$ cat src/rtl/gpu_regfile.sv
// Host-accessible GPU register file: single-cycle access handshake, range
// error reporting, command doorbell with held cmd_valid, read-only status.
module gpu_regfile #(
    parameter int DW          = 8,
    parameter int AW          = 8,
    parameter int NREGS       = 12,
    parameter int STATUS_ADDR = 10,
    parameter int CMD_ADDR    = 11
) (
    input  logic                clk,
    input  logic                rst,
    input  logic [AW-1:0]       addr,
    input  logic [DW-1:0]       data_in,
    input  logic                read,
    input  logic                write,
    output logic [DW-1:0]       data_out,
    output logic                do_rdy,
    output logic                err,
    output logic                cmd_valid,
    input  logic                cmd_ack,
    output logic [NREGS*DW-1:0] regs_out
);

    localparam logic [0:0] ST_IDLE = 1'b0;
    localparam logic [0:0] ST_PEND = 1'b1;

    logic [DW-1:0]    r_regs [NREGS];
    logic [0:0]       r_state;
    logic             r_rdy_p1;
    logic             r_err_p1;
    logic [DW-1:0]    r_rdata_p1;

    logic             w_rd;
    logic             w_wr;
    logic             w_in_range;
    logic             w_is_status;
    logic             w_is_cmd;
    logic             w_cmd_valid;
    logic             w_cmd_accept;
    logic             w_err;
    logic [DW-1:0]    w_status;
    logic [DW-1:0]    w_rdata;
    logic [NREGS-1:0] w_wr_en;

    // Read wins over write; a write in the same cycle is silently dropped.
    assign w_rd        = read;
    assign w_wr        = write & ~read;
    assign w_in_range  = ({1'b0, addr} < (AW+1)'(NREGS));
    assign w_is_status = (addr == AW'(STATUS_ADDR));
    assign w_is_cmd    = (addr == AW'(CMD_ADDR));
    assign w_cmd_valid = (r_state == ST_PEND);
    assign w_status    = {{(DW-1){1'b0}}, w_cmd_valid};

    always_comb begin
        w_rdata      = '0;
        w_wr_en      = '0;
        w_err        = 1'b0;
        w_cmd_accept = 1'b0;
        for (int i = 0; i < NREGS; i++) begin
            if (addr == AW'(i)) w_rdata = r_regs[i];
        end
        if (w_is_status) w_rdata = w_status;
        if (w_rd) begin
            w_err = ~w_in_range;
        end else if (w_wr) begin
            if (!w_in_range) begin
                w_err = 1'b1;
            end else if (w_is_cmd) begin
                // Doorbell is judged on the pre-edge state, even if cmd_ack arrives now.
                if (r_state == ST_IDLE) begin
                    w_cmd_accept       = 1'b1;
                    w_wr_en[CMD_ADDR]  = 1'b1;
                end else begin
                    w_err = 1'b1;
                end
            end else if (!w_is_status) begin
                for (int i = 0; i < NREGS; i++) begin
                    if (addr == AW'(i)) w_wr_en[i] = 1'b1;
                end
            end
        end
    end

    always_ff @(posedge clk or posedge rst) begin
        if (rst) begin
            for (int i = 0; i < NREGS; i++) r_regs[i] <= '0;
        end else begin
            for (int i = 0; i < NREGS; i++) begin
                if (w_wr_en[i]) r_regs[i] <= data_in;
            end
        end
    end

    always_ff @(posedge clk or posedge rst) begin
        if (rst) begin
            r_state <= ST_IDLE;
        end else begin
            case (r_state)
                ST_IDLE: if (w_cmd_accept) r_state <= ST_PEND;
                ST_PEND: if (cmd_ack)      r_state <= ST_IDLE;
                default:                   r_state <= ST_IDLE;
            endcase
        end
    end

    // Stage p1: completion pulse, error and read data one cycle after accept
    always_ff @(posedge clk or posedge rst) begin
        if (rst) begin
            r_rdy_p1   <= 1'b0;
            r_err_p1   <= 1'b0;
            r_rdata_p1 <= '0;
        end else begin
            r_rdy_p1 <= w_rd | w_wr;
            r_err_p1 <= w_err;
            if (w_rd) r_rdata_p1 <= w_rdata;
        end
    end

    assign data_out  = r_rdata_p1;
    assign do_rdy    = r_rdy_p1;
    assign err       = r_err_p1;
    assign cmd_valid = w_cmd_valid;

    always_comb begin
        regs_out = '0;
        for (int i = 0; i < NREGS; i++) begin
            regs_out[i*DW +: DW] = (i == STATUS_ADDR) ? w_status : r_regs[i];
        end
    end

endmodule

$ cat config.mk
export PLATFORM = sky130hd
export DESIGN_NAME = gpu_regfile
export DESIGN_NICKNAME = d
export VERILOG_FILES = /design/src/rtl/gpu_regfile.sv
export SDC_FILE = /design/constraint.sdc
export NUM_CORES = 1
export LEC_CHECK = 0
export ABC_AREA = 1
export CAP_MARGIN = 20
export CORE_MARGIN = 3
export CORE_UTILIZATION = 48
export CTS_CLUSTER_DIAMETER = 150
export DETAILED_ROUTE_END_ITERATION = 8
export PLACE_DENSITY = 0.81
export SLEW_MARGIN = 20
export SYNTH_ARGS = -nofsm -noshare
export SYNTH_HDL_FRONTEND = slang
export SYNTH_SLANG_ARGS = --single-unit
$ cat constraint.sdc
create_clock -name clk -period 3.5 [get_ports clk]
set_input_delay 0.7 -clock clk [delete_from_list [all_inputs] [get_ports clk]]
set_output_delay 0.7 -clock clk [all_outputs]
set_load 0.05 [all_outputs]
Word-level counts from Yosys, hierarchy flattened

Cells that the tools add are included.

Bits in registers: 99
Bits of input ports: 21
Output and inout bits: 107
Logic and storage cells: 74

$lt $le $gt $ge: 1
Equal/unequal tests: 11
Mux-type cells: 41
Bitwise operators: 5
Reductions and logical operators: 1

Operators by type and width:

| cell                                                                  | number |
|---|---|
| 8-bit two-way mux                                                     | 12 |
| 12-bit two-way mux                                                    | 3 |
| 8-bit by 3-bit == test with 1-bit output (second input constant)      | 4 |
| 8-bit by 4-bit == test with 1-bit output (second input constant)      | 4 |
| 1-bit two-way mux                                                     | 23 |
| 10-bit two-way mux                                                    | 2 |
| 8-bit by 2-bit == test with 1-bit output (second input constant)      | 2 |
| 8-bit by 1-bit == test with 1-bit output (second input constant)      | 1 |
| 8-bit zero test                                                       | 1 |
| 8-bit by 4-bit < comparator with 1-bit output (second input constant) | 1 |
| 1-bit inverter                                                        | 3 |
| 1-bit case mux with 2 select lines                                    | 1 |
| 1-bit AND                                                             | 1 |
| 1-bit bitwise OR                                                      | 1 |

Longest topological paths before layout

Depth after elaboration: 13
Depth in mapped cells: 14
Mapped depth without buffers: 13

Least setup slack after synthesis

Ideal clock, no wire load.

Kind: input port to flip-flop
Start point: input port addr[4]
End point: register r_regs, in the netlist regs_out[16]
Library setup time: 0.133 ns
Arrival: 1.861 ns
Data required time: 3.367 ns
Slack: 1.506 ns
Stages: 10
Path buffers: 2
Cell sequence: nor2_1 > nand2_1 > buf_6 > inv_4 > nand2_1 > nor2_1 > nand2_1 > buf_2 > nand2_1 > o21ai_0

Cells in the longest elaborated chain, start to end: 7
Elaborated cells between the ends (all ways): 10
Those cells by class: order compare: 1; eq/ne: 3; mux: 6

RTL lines:

| element                                  | RTL line | RTL |
|---|---|---|
| start, declared                          | 12       | `input logic [AW-1:0] addr,` |
| 8-bit by 2-bit == test with 1-bit output | 78       | `if (addr == AW'(i)) w_wr_en[i] = 1'b1;` |
| 1-bit two-way mux                        | 78       |  |
| 10-bit two-way mux                       | 76       | `end else if (!w_is_status) begin` |
| 10-bit two-way mux                       | 68       | `end else if (w_is_cmd) begin` |
| 12-bit two-way mux (*)                   | 66       | `if (!w_in_range) begin` |
| 12-bit two-way mux (*)                   | 65       | `end else if (w_wr) begin` |
| 12-bit two-way mux (*)                   | 63       | `if (w_rd) begin` |
| end signal, assigned by index            | 89       | `if (w_wr_en[i]) r_regs[i] <= data_in;` |
| end, declared                            | 27       | `logic [DW-1:0] r_regs [NREGS];` |

Mark *: on every way between the ends. The rest lies on a longest branch, timed or not.
A chain may end at the register's enable or synchronous reset.

Worst setup path in the final report

Start point: input port addr[7]
End point: register r_regs, in the netlist regs_out[89]

Cells in the longest elaborated chain, start to end: 5
Elaborated cells between the ends (all ways): 6
Those cells by class: order compare: 1; eq/ne: 1; mux: 4

RTL lines:

| element                                                                               | RTL line |
|---|---|
| branches (longest 2 deep; another with 8-bit by 4-bit < comparator with 1-bit output) | -- |
| 12-bit two-way mux (*)                                                                | 66 |
| 12-bit two-way mux (*)                                                                | 65 |
| 12-bit two-way mux (*)                                                                | 63 |

Mark *: on every way between the ends.

==> metrics.md <==
| Metric | Value |
|---|---|
| CP Max Fanout | `17` |
| Critical Path RT | `3760 ps` |
| Compound-Gate Fraction of Synth Area | `12.75%` |
| Vias in the first global route | `about 4000` |
| Slew headroom | `~49%` |
| Footprint of the multi-input gates | `1744 sq um` |
| Number of remaining DRC errors | `0` |
| DIE HEIGHT | `between 100 and 150 um` |
| Ant diodes | `0` |
| Top-area cell type share of the netlist area | `54.74%` |
| Final number of setup-violating endpoints | `0` |
| Post-CTS Setup Inserts | `0` |
| Num rows | `34` |
| # IOs | `128` |
| Setup CP Type | `in2reg` |
| Period utilisation layout | `approximately 74%` |
| RSZ-0062 raised after global routing | `no` |
| Final Slew Violations | `0` |
| First-pass GRT wire length | `between 20 and 25 mm` |
| Clock skew | `around 10 ps` |
| # fillers | `723` |
| Hold_ws | `491.6 ps` |
| Die ar. | `between 10000 and 15000 sq um` |
| Vias after detailed routing | `4279` |
| Arr. time, crit path | `between 2000 and 3000 ps` |
| Initial antenna violation count | `0` |
| CTS tree | `built` |
| Final ANT Viol Nets | `0` |
| Post-synthesis xor/xnor area fraction | `0%` |
| VDD IR max | `0.2112 mV` |
| Post-synthesis mux area share | `0%` |
| Pwr Total | `between 2 and 2.5 mW` |
| Number of DRC markers in iteration 0 | `388` |
| Seq cells post-synth | `99` |
| Clk buf depth | `2` |
| Die Wd | `103.1 um` |
| Initial DRT Pass Iterations | `5` |
| Post-synthesis sequential area ratio | `approximately 55%` |
| Hold-fix buffers, CTS | `0` |
| Layout cells sized above 1 | `~5%` |
| Post-Synth Adder-Cell Area | `0%` |
| Max-Cap Viols | `0` |
| Fin util | `between 60 and 70%` |
| Synthesis warning total | `0` |
| Final HPWL DP | `roughly 10 mm` |
| Fin nets | `689` |
| Largest net degree at the start of global routing | `73` |
| H-Tree Depth | `3` |
| Clk Latency, worst-skew pair | `roughly 360 ps` |
| Root Buffer | `clkbuf_8` |
| R2r setup slk | `a little over 2000 ps` |
| Most frequent cells in the layout | `nand2_1, clkdlybuf4s50_1, dfrtp_1` |
| Status | `finished, final reports clean` |
| Final wirelength | `between 10 and 15 mm` |
| Largest area contributor in the netlist | `dfrtp_1` |
| Total grt overflow | `0` |
| Worst setup EP type | `flip-flop` |
| Clock sink count | `99` |
| Core area | `between 8000 and 9000 sq um` |
| Leak | `approximately 2.6 nW` |
| Pwr Density | `about 360 nW/um^2` |
| Fmax | `385.6 MHz` |
| GPL Wtd Cong | `0.8989` |
| Worst-path clk slew | `around 100 ps` |
| Cells after synthesis | `558` |
| Netlist Area Pre-Place | `4526 sq um` |
| Slew @ Worst Pin | `about 770 ps` |
| CTS Buf Count | `9` |
| Largest family of logic cells by synthesized area | `simple AND/OR/NAND/NOR gates` |
| Top cells by area, synth | `dfrtp_1, nand2_1, o21ai_0` |
| Simple-gate share of the synthesized area | `about a quarter` |
| Commonest non-fill, non-tap cell in the layout | `nand2_1` |
| Area grow syn2layout | `31.79%` |
| Setup_tns | `0 ps` |
| PortBufs | `120` |
| Reg area | `2477 sq um` |
| Crit path time final | `between 2000 and 3000 ps` |
| Initial core utilization | `around half` |
| Per-cell routed wire length | `17.64 um` |
| Synth cell types | `30` |
| Hold Crit Class | `reg2reg` |
| Final hold violations | `0` |
| Avg Inst Size Synth | `about 8.1 sq um` |
| Via density per instance | `approximately 5.5` |
| CTS resizes | `0` |
| GRT Total Usage | `a little over a quarter` |
| Crit start category | `input port` |
[per-stage QoR]
step	area [sq um]	cells	setup slack, ps
final	5964	781	906.6
after global routing	5964	781	561.8
after CTS	5964	781	929.5
after detailed placement	5762	765	535.3
after global placement	5762	765	692.1
after floorplan	4548	564	209.6
[layout make-up]
| type | count | share of cell area (%) |
|---|---|---|
| Sequential cell | 99 | 41.54 |
| Tap cell | 108 | 2.266 |
| Timing Repair Buffer | 122 | 20.60 |
| Multi-Input combinational cell | 390 | 29.24 |
| Clock buffer | 11 | 2.370 |
| Inverter | 46 | 2.958 |
| Clock inverter | 5 | 1.028 |
[Yosys cell counts]
library cell  number
inv_1             44
buf_1              1
and2_1             1
clkbuf_1          15
nor2_2             3
inv_2              1
dfrtp_1           99
conb_1             1
o21ai_2            1
nor4_1             2
buf_4              8
buf_6              1
nor3_4             1
nand2_2            2
inv_4              1
nand4_1           14
buf_2              4
nand3_2            1
o21a_1             1
o21ai_0           92
nor3_1             4
or2_2              3
or2_0              1
nor2_4             1
nor3_2             2
a21oi_1           20
nor2_1            28
nand2_1          189
and3_1             1
nand3_1           16
[registers in the layout (all words and copies together) (netlist names)]
register / cells
cmd_valid: 1
regs_out: 88
data_out: 8
do_rdy: 1
err: 1
[routing by layer]
metal	vias up	global-route usage (%)	wire (um)
li1	2009	-	-
met1	1997	37.40	5617
met2	249	41.59	6518
met3	24	6.225	1415
met4	0	8.167	227
met5	-	0	0
[report_power, final]
group / total (mW) / internal (mW) / switching, mW / leakage, nW
registers: 1.18 / 1.16 / 0.0172 / 1.37
logic: 0.238 / 0.0660 / 0.172 / 1.16
clock network: 0.758 / 0.355 / 0.404 / 0.104
total: 2.18 / 1.58 / 0.593 / 2.64
[kinds of logic after synthesis]
family	count (synthesis)
buffers and inverters	75
AND/OR/NAND/NOR	269
AO/OA/AOI/OAI	114
flip-flops	99
other	1
[final timing paths]
check | end | from | depth (start not counted)
max | regs_out[89]$_DFFE_PP0P_ | addr[7] | 9
min in group asynchronous | regs_out[9]$_DFFE_PP0P_ | rst | 2
max reg2reg | data_out[2]$_DFFE_PP0P_ | regs_out[2]$_DFFE_PP0P_ | 8
min | data_out[4]$_DFFE_PP0P_ | data_out[4]$_DFFE_PP0P_ | 2
min reg2reg | data_out[4]$_DFFE_PP0P_ | data_out[4]$_DFFE_PP0P_ | 2
max in group asynchronous | regs_out[78]$_DFFE_PP0P_ | rst | 3
[critical path: stages]
cell	delay, ps
clkdlybuf4s50_1	400
nor2_1	100
nand2_1	60
buf_4	180
nor3_2	170
inv_1	150
nor2_4	310
nand3_1	450
o21ai_0	330
No activity file was read; power rests on OpenSTA's default activity.
